--- src/rtl/sdram_rw_port.sv ---
// Buffered SDRAM access port: posted write FIFO with auto-incrementing addresses,
// prefetching read FIFO, and a single-outstanding req/ack arbiter that favours writes.
module sdram_rw_port #(
    parameter int unsigned ADDR_W = 25,
    parameter int unsigned DATA_W = 16,
    parameter int unsigned DEPTH  = 8
) (
    input  logic              clk,
    input  logic              reset,
    input  logic              write_ld,
    input  logic [ADDR_W-1:0] writeaddr,
    input  logic              write_req,
    input  logic [DATA_W-1:0] writedata,
    output logic [15:0]       wr_buffer,
    output logic              wr_ovf,
    input  logic              read_ld,
    input  logic [ADDR_W-1:0] readaddr,
    input  logic              read_req,
    output logic [DATA_W-1:0] readdata,
    output logic [15:0]       rd_buffer,
    output logic              mem_req,
    output logic              mem_we,
    output logic [ADDR_W-1:0] mem_addr,
    output logic [DATA_W-1:0] mem_wdata,
    input  logic              mem_ack,
    input  logic [DATA_W-1:0] mem_rdata,
    input  logic              mem_rvalid
);

    localparam int unsigned PW = $clog2(DEPTH);
    localparam int unsigned CW = PW + 1;

    typedef enum logic [1:0] {
        S_IDLE  = 2'd0,
        S_WR    = 2'd1,
        S_RD    = 2'd2,
        S_RWAIT = 2'd3
    } state_t;

    state_t state, state_nx;

    logic [ADDR_W-1:0] wf_addr [DEPTH];
    logic [DATA_W-1:0] wf_data [DEPTH];
    logic [PW-1:0]     wf_wp, wf_rp;
    logic [CW-1:0]     wf_cnt;
    logic [ADDR_W-1:0] waddr, waddr_cur;
    logic              wf_full, wf_push, wf_pop;

    logic [DATA_W-1:0] rf_data [DEPTH];
    logic [PW-1:0]     rf_wp, rf_rp;
    logic [CW-1:0]     rf_cnt;
    logic [ADDR_W-1:0] raddr;
    logic              rf_push, rf_pop;
    logic              pf_en, discard, pf_issue;

    logic              req_nx, we_nx;
    logic [ADDR_W-1:0] addr_nx;
    logic [DATA_W-1:0] wdata_nx;

    // Write side: a same-cycle write_ld redirects the push to the new address.
    assign waddr_cur = write_ld ? writeaddr : waddr;
    assign wf_full   = (wf_cnt == CW'(DEPTH));
    assign wf_push   = write_req && !wf_full;
    assign wf_pop    = (state == S_WR) && mem_ack;
    assign wr_buffer = 16'(wf_cnt);

    always_ff @(posedge clk) begin
        if (reset) begin
            waddr  <= '0;
            wf_wp  <= '0;
            wf_rp  <= '0;
            wf_cnt <= '0;
            wr_ovf <= 1'b0;
        end else begin
            if (wf_push) begin
                waddr <= waddr_cur + ADDR_W'(1);
                wf_wp <= wf_wp + PW'(1);
            end else if (write_ld) begin
                waddr <= writeaddr;
            end
            if (wf_pop) begin
                wf_rp <= wf_rp + PW'(1);
            end
            if (wf_push && !wf_pop) begin
                wf_cnt <= wf_cnt + CW'(1);
            end else if (!wf_push && wf_pop) begin
                wf_cnt <= wf_cnt - CW'(1);
            end
            if (write_ld) begin
                wr_ovf <= 1'b0;
            end
            if (write_req && wf_full) begin
                wr_ovf <= 1'b1;
            end
        end
    end

    always_ff @(posedge clk) begin
        if (wf_push) begin
            wf_addr[wf_wp] <= waddr_cur;
            wf_data[wf_wp] <= writedata;
        end
    end

    // Read side: read_ld flushes and wins over a same-cycle pop or returning word.
    assign rf_push   = (state == S_RWAIT) && mem_rvalid && !discard && !read_ld;
    assign rf_pop    = read_req && !read_ld && (rf_cnt != '0);
    assign readdata  = (rf_cnt != '0) ? rf_data[rf_rp] : '0;
    assign rd_buffer = 16'(rf_cnt);

    always_ff @(posedge clk) begin
        if (reset) begin
            raddr   <= '0;
            rf_wp   <= '0;
            rf_rp   <= '0;
            rf_cnt  <= '0;
            pf_en   <= 1'b0;
            discard <= 1'b0;
        end else if (read_ld) begin
            raddr   <= readaddr;
            rf_wp   <= '0;
            rf_rp   <= '0;
            rf_cnt  <= '0;
            pf_en   <= 1'b1;
            discard <= (state == S_RD) || ((state == S_RWAIT) && !mem_rvalid);
        end else begin
            if ((state == S_RD) && mem_ack) begin
                raddr <= raddr + ADDR_W'(1);
            end
            if ((state == S_RWAIT) && mem_rvalid) begin
                discard <= 1'b0;
            end
            if (rf_push) begin
                rf_wp <= rf_wp + PW'(1);
            end
            if (rf_pop) begin
                rf_rp <= rf_rp + PW'(1);
            end
            if (rf_push && !rf_pop) begin
                rf_cnt <= rf_cnt + CW'(1);
            end else if (!rf_push && rf_pop) begin
                rf_cnt <= rf_cnt - CW'(1);
            end
        end
    end

    always_ff @(posedge clk) begin
        if (rf_push) begin
            rf_data[rf_wp] <= mem_rdata;
        end
    end

    // Only evaluated in IDLE, where nothing is outstanding.
    assign pf_issue = pf_en && !read_ld && (wf_cnt == '0) && (rf_cnt < CW'(DEPTH));

    always_ff @(posedge clk) begin
        if (reset) begin
            state     <= S_IDLE;
            mem_req   <= 1'b0;
            mem_we    <= 1'b0;
            mem_addr  <= '0;
            mem_wdata <= '0;
        end else begin
            state     <= state_nx;
            mem_req   <= req_nx;
            mem_we    <= we_nx;
            mem_addr  <= addr_nx;
            mem_wdata <= wdata_nx;
        end
    end

    // Arbiter: writes always take priority over prefetch reads.
    always_comb begin
        state_nx = state;
        req_nx   = mem_req;
        we_nx    = mem_we;
        addr_nx  = mem_addr;
        wdata_nx = mem_wdata;
        case (state)
            S_IDLE: begin
                if (wf_cnt != '0) begin
                    state_nx = S_WR;
                    req_nx   = 1'b1;
                    we_nx    = 1'b1;
                    addr_nx  = wf_addr[wf_rp];
                    wdata_nx = wf_data[wf_rp];
                end else if (pf_issue) begin
                    state_nx = S_RD;
                    req_nx   = 1'b1;
                    we_nx    = 1'b0;
                    addr_nx  = raddr;
                end
            end
            S_WR: begin
                if (mem_ack) begin
                    state_nx = S_IDLE;
                    req_nx   = 1'b0;
                end
            end
            S_RD: begin
                if (mem_ack) begin
                    state_nx = S_RWAIT;
                    req_nx   = 1'b0;
                end
            end
            S_RWAIT: begin
                if (mem_rvalid) begin
                    state_nx = S_IDLE;
                end
            end
            default: begin
                state_nx = S_IDLE;
                req_nx   = 1'b0;
            end
        endcase
    end

endmodule

--- config.mk ---
export PLATFORM = sky130hd
export DESIGN_NAME = sdram_rw_port
export DESIGN_NICKNAME = d
export VERILOG_FILES = /design/src/rtl/sdram_rw_port.sv
export SDC_FILE = /design/constraint.sdc
export NUM_CORES = 1
export LEC_CHECK = 0
export CAP_MARGIN = 5
export CORE_ASPECT_RATIO = 1.75
export CORE_MARGIN = 2
export CORE_UTILIZATION = 58
export CTS_CLUSTER_SIZE = 16
export DETAILED_ROUTE_END_ITERATION = 6
export GPL_ROUTABILITY_DRIVEN = 0
export PLACE_DENSITY = 0.79
export SKIP_LAST_GASP = 1
export SLEW_MARGIN = 0
export SYNTH_ARGS = -nofsm -noshare
export SYNTH_HDL_FRONTEND = slang
export SYNTH_SLANG_ARGS = --single-unit
--- constraint.sdc ---
create_clock -name clk -period 9.3 [get_ports clk]
set_clock_uncertainty 0.2 [all_clocks]
set_input_delay 2.79 -clock clk [delete_from_list [all_inputs] [get_ports clk]]
set_output_delay 2.79 -clock clk [all_outputs]
set_load 0.01 [all_outputs]
# Word level (Yosys, flattened, before mapping)
# Memory sizes are Yosys's and may differ from the RTL's. A register that Yosys moved wholly into a read port is not among the register bits.
# Cells that the tools add are included.
# Widths: inputs -> output; s select.
dict set report classes {
  n_addsub 10
  n_lt_le_gt_ge 1
  n_eq_ne 9
  n_mux 35
  n_reduce_logical 43
}
# cell count
set op_table {}
lappend op_table {{$mux 25} 6}
lappend op_table {{$add 25x1->25 const B} 2}
lappend op_table {{$logic_and 1x1->1} 17}
lappend op_table {{$mux 16} 1}
lappend op_table {{$mux 4} 4}
lappend op_table {{$reduce_bool 2->1} 7}
lappend op_table {{$mux 1} 13}
lappend op_table {{$add 3x1->3 const B} 4}
lappend op_table {{$mux 3} 4}
lappend op_table {{$mux 2} 5}
lappend op_table {{$add 4x1->4 const B} 2}
lappend op_table {{$logic_not 1->1} 8}
lappend op_table {{$pmux 2 s4} 1}
lappend op_table {{$reduce_bool 4->1} 2}
lappend op_table {{$sub 4x1->4 const B} 2}
lappend op_table {{$ne 2x2->1 const B} 3}
lappend op_table {{$eq 2x2->1 const B} 2}
lappend op_table {{$eq 4x4->1 const B} 1}
lappend op_table {{$logic_not 4->1} 1}
lappend op_table {{$lt 4x4->1 const B} 1}
lappend op_table {{$reduce_and 2->1} 2}
lappend op_table {{$reduce_and 4->1} 1}
lappend op_table {{$reduce_or 2->1} 2}
lappend op_table {{$ne 3x3->1 const B} 1}
lappend op_table {{6 further kinds} 6}
dict set report word_totals {
  regBits 102
  ram_bits 456
  n_memories 3
}
# memory depth word_bits read_ports rd_ports_with_merged_regs write_ports line
set mem_list {}
lappend mem_list {wf_addr 8 25 1 1 1 42} ;# logic [ADDR_W-1:0] wf_addr [DEPTH];
lappend mem_list {rf_data 8 16 1 1 1 49} ;# logic [DATA_W-1:0] rf_data [DEPTH];
lappend mem_list {wf_data 8 16 1 1 1 43} ;# logic [DATA_W-1:0] wf_data [DEPTH];

# Longest topological paths before layout
dict set report depth {
  depth_word 8
  depth_mapped 12
  ltp_nobuf 11
}

# Worst setup path after synthesis
# No wires, ideal clock.
dict set report synth_path {
  path_type {input to register}
  startpoint {input write_req}
  endpoint {memory wf_addr[0][0], enable pin}
  setup_ns 0.542
  arrival_ns 6.846
  t_required_ns 8.558
  setup_slack_ns 1.713
  path_stages 2
  cell_sequence {nand2_1 > nor4_1}
}
dict set report synth_via {
  elab_chain_cells 3
}
# element line
set synth_rtl {}
lappend synth_rtl {{start, declared} 12} ;# input logic write_req,
lappend synth_rtl {{$logic_and 1x1->1} 63} ;# assign wf_push = write_req && !wf_full;
lappend synth_rtl {{$mux 1} 99} ;# if (wf_push) begin
lappend synth_rtl {{$mux 1 (implied by the code)} 100} ;# wf_addr[wf_wp] <= waddr_cur;
lappend synth_rtl {{end, declared} 42}
# No other way between the ends.

==> impl_metrics.ini <==
[detailed_routing]
route.met2.wl_mm = 26.7
drtPass1Iterations = 5
initialDrtViolationCount = 847
totalWireLength_mm = 49.4
routedWlPerCell_um = 23.1
met1_length_mm = 18.1
ant_nets = 0
vias_per_cell = 6.03
drc = 0
via_count = 12900
top_layer = met5
wl_met3_mm = 3.02

[clock_tree]
root_buffer = clkbuf_16
cts_htree_levels = 2
cts_tree = yes
cts_buffers = 49
clock_path_buffers = 3
clock_sinks = 580
ctsResizeCount = 0
postCtsHoldBufs = 0
clkLatencyLatePin_ns = 0.57
cts_setup_buffers = 0
path_clk_slew_ns = 0.06

[critical_path]
critPathLaunchType = register
r2r_slack_ns = 6.05
worstReg2RegEnd = rf_cnt[3]
regToRegStartpoint = rf_cnt[0]
endpoint = readdata[8]
critPathRequiredTime_ns = 6.31
cp-end-kind = output pin
worstSetupPathType = reg2out
crit_fanout = 32
r2r_cells = 11
worst_ep_arrival_time_ns = 2.69

[sta]
hold_violations = 0
fin_tns_setup_ns = 0
relSlewSlack_pct = 23.7
period_share_pct = 61.1
tightest_slew_ns = 1.14
rsz0062_at_grt = false
timing.fmax_ghz = 0.176
report.final.slew_viol_count = 0
setup_violations = 0
fin_crit_ns = 5.68

[power_and_ir_drop]
switching_power_w = 0.00163
power.density_nw_per_um2 = 230
power_w = 0.00626
vdd_drop_max_mv = 0.210
p_leak_nw = 8.92
p_comb_share_pct = 17.0
pwr-share-clk_pct = 33.3
p_int_w = 0.00463
seq_power_share_pct = 49.6
switching_share_pct = 26.0

[global_route]
grt_max_degree = 52
globalRouteOverflowTotal = 0
antenna_found_initial = 2
grt_pass1_wl_mm = 76.2
gr-usage-all-layers_pct = 23.8
grt_pass1_vias = 13400

[floorplan]
fp.dieH_um = 270
core_area_um2 = 39900
die_area_um2 = 42100
start_util_pct = 58.7
ios = 182
die_w_um = 156
row_count = 97

[run]
drv_cap = 0

[placement]
place_inst = 2053
post_dp_cell_area_um2 = 25500
dp.final_hpwl_mm = 32.7
numPortBuffers = 157

[layout]
drive_above_1_share_pct = 17.4
fillers = 2595
fin_area_um2 = 27200
n_antenna_cell = 0
final_nets = 1719
area_delta_synth_final_pct = 16.0
finalNonFillerCells = 2144

[synthesis]
syn_area_um2 = 23500
yosysMostFrequentCell = edfxtp_1
avgSynthCellArea_um2 = 16.3
yosysSeqAreaShare_pct = 69.0
yosysWarnings = 0
synthTopCellsByCount = edfxtp_1 (456), dfxtp_1 (124), mux4_2 (114)
synth.distinct_cells = 67
ys_seq_elements = 580
synthFlopType = edfxtp_1
syn_inst = 1442
synth_edf_count = 456
synth-async-reset-ratio_pct = 0
synthTopCellsByArea = edfxtp_1 (58%), mux4_2 (11%), dfxtp_1 (11%)
yosysTopAreaCell = edfxtp_1
synth_top_area_share_pct = 58.4

[status]
status = finished clean

[hold_path]
hold_path.class = reg2reg
flip-flops by register name, summed over array words and instances (netlist names), named ones only:
register	count
raddr	25
rf_cnt	4
discard	1
wf_wp	3
waddr	25
mem_we	1
wf_data	128
wr_ovf	1
rf_wp	3
mem_wdata	16
wf_addr	200
mem_req	1
state	2
mem_addr	25
wf_cnt	4
rf_data	128
wf_rp	3
rf_rp	3
pf_en	1
layout make-up:
cell class	instances	area (um^2)	area share, %
Inverter	19	71.3	0.262
Clock buffer	65	1400	5.14
Multi-Input combinational cell	769	6860	25.2
Clock inverter	26	269	0.989
Timing Repair Buffer	190	1810	6.66
Tap cell	495	619	2.28
Sequential cell	580	16200	59.5
power by group through the flow:
stage | Clock, W | Sequential (W) | Combinational (W)
floorplan | 0 | 0.00316 | 0.000632
global placement | 0 | 0.00315 | 0.00103
detailed placement | 0 | 0.00316 | 0.00107
CTS | 0.00212 | 0.00311 | 0.00108
global route | 0.00221 | 0.00312 | 0.00117
finish | 0.00209 | 0.00311 | 0.00107
cell families (layout without fill, tap and decap cells):
kind of cell             count (synthesis)  in the layout  share of synthesized area [%]
multiplexers                           204            204                           14.9
flip-flops                             580            580                           69.0
AND/OR/NAND/NOR                        328            328                           6.97
AO/OA/AOI/OAI                          151            151                           3.97
adder cells (fa/ha/maj)                 20             20                           1.13
buffers and inverters                  116            300                           2.45
other                                    1             24                         0.0160
XOR/XNOR                                42             42                           1.57
placed cells by master, fill, tap and decap left out, types with 5 or more instances in the layout:
cell	Yosys	routed
nor2_1	111	106
a31oi_1	6	6
clkinv_2	0	13
edfxtp_1	456	456
a21o_1	5	5
xor2_1	21	21
mux2_2	17	17
a21oi_1	32	32
and4_1	8	8
buf_4	24	34
nand2b_1	8	8
a211oi_1	28	28
mux2i_1	71	71
clkbuf_1	47	7
o21ai_0	65	65
clkdlybuf4s50_1	0	155
conb_1	1	24
and3_1	7	7
clkbuf_16	0	51
dfxtp_1	124	120
nor3_2	1	7
nand3_1	20	20
nor3_1	22	16
or3_1	8	8
xnor2_1	21	21
nand2_1	96	96
ha_1	18	18
clkbuf_8	0	7
nand4_1	10	10
mux4_2	114	114
inv_1	17	17
through the flow:
| stage | worst slack [ns] | hold slack [ns] | utilization (%) |
|---|---|---|---|
| after floorplan | 1.71 | 0.233 | - |
| final | 3.62 | 0.272 | 68.2 |
| after CTS | 3.52 | 0.272 | 68.2 |
| after global routing | 3.43 | 0.297 | 68.2 |
| after detailed placement | 3.21 | 0.257 | 64.0 |
| after global placement | 3.23 | 0.237 | 64.0 |
metal layers:
layer / global-route usage [%] / vias to the layer above
met2: 43.4 / 450
li1: - / 5849
met1: 27.5 / 6515
met3: 4.56 / 107
met5: 0 / -
met4: 8.81 / 4
worst min path at each step:
stage / from / to / cells past startpoint
after global routing: mem_addr[3] / mem_addr[3] / 2
final: mem_addr[23] / mem_addr[23] / 2
after detailed placement: pf_en / pf_en / 2
after CTS: mem_addr[23] / mem_addr[23] / 2
after floorplan: pf_en / pf_en / 2
after global placement: mem_addr[5] / mem_addr[5] / 2
worst max-delay path, cell delays in order, from the launching register on:
cell             delay [ns]
dfxtp_2                0.31
buf_4                  0.49
mux4_2                 0.58
mux2i_1                0.18
nor2_1                 0.06
clkdlybuf4s50_1        0.48
(Power assumes the default switching activity.)
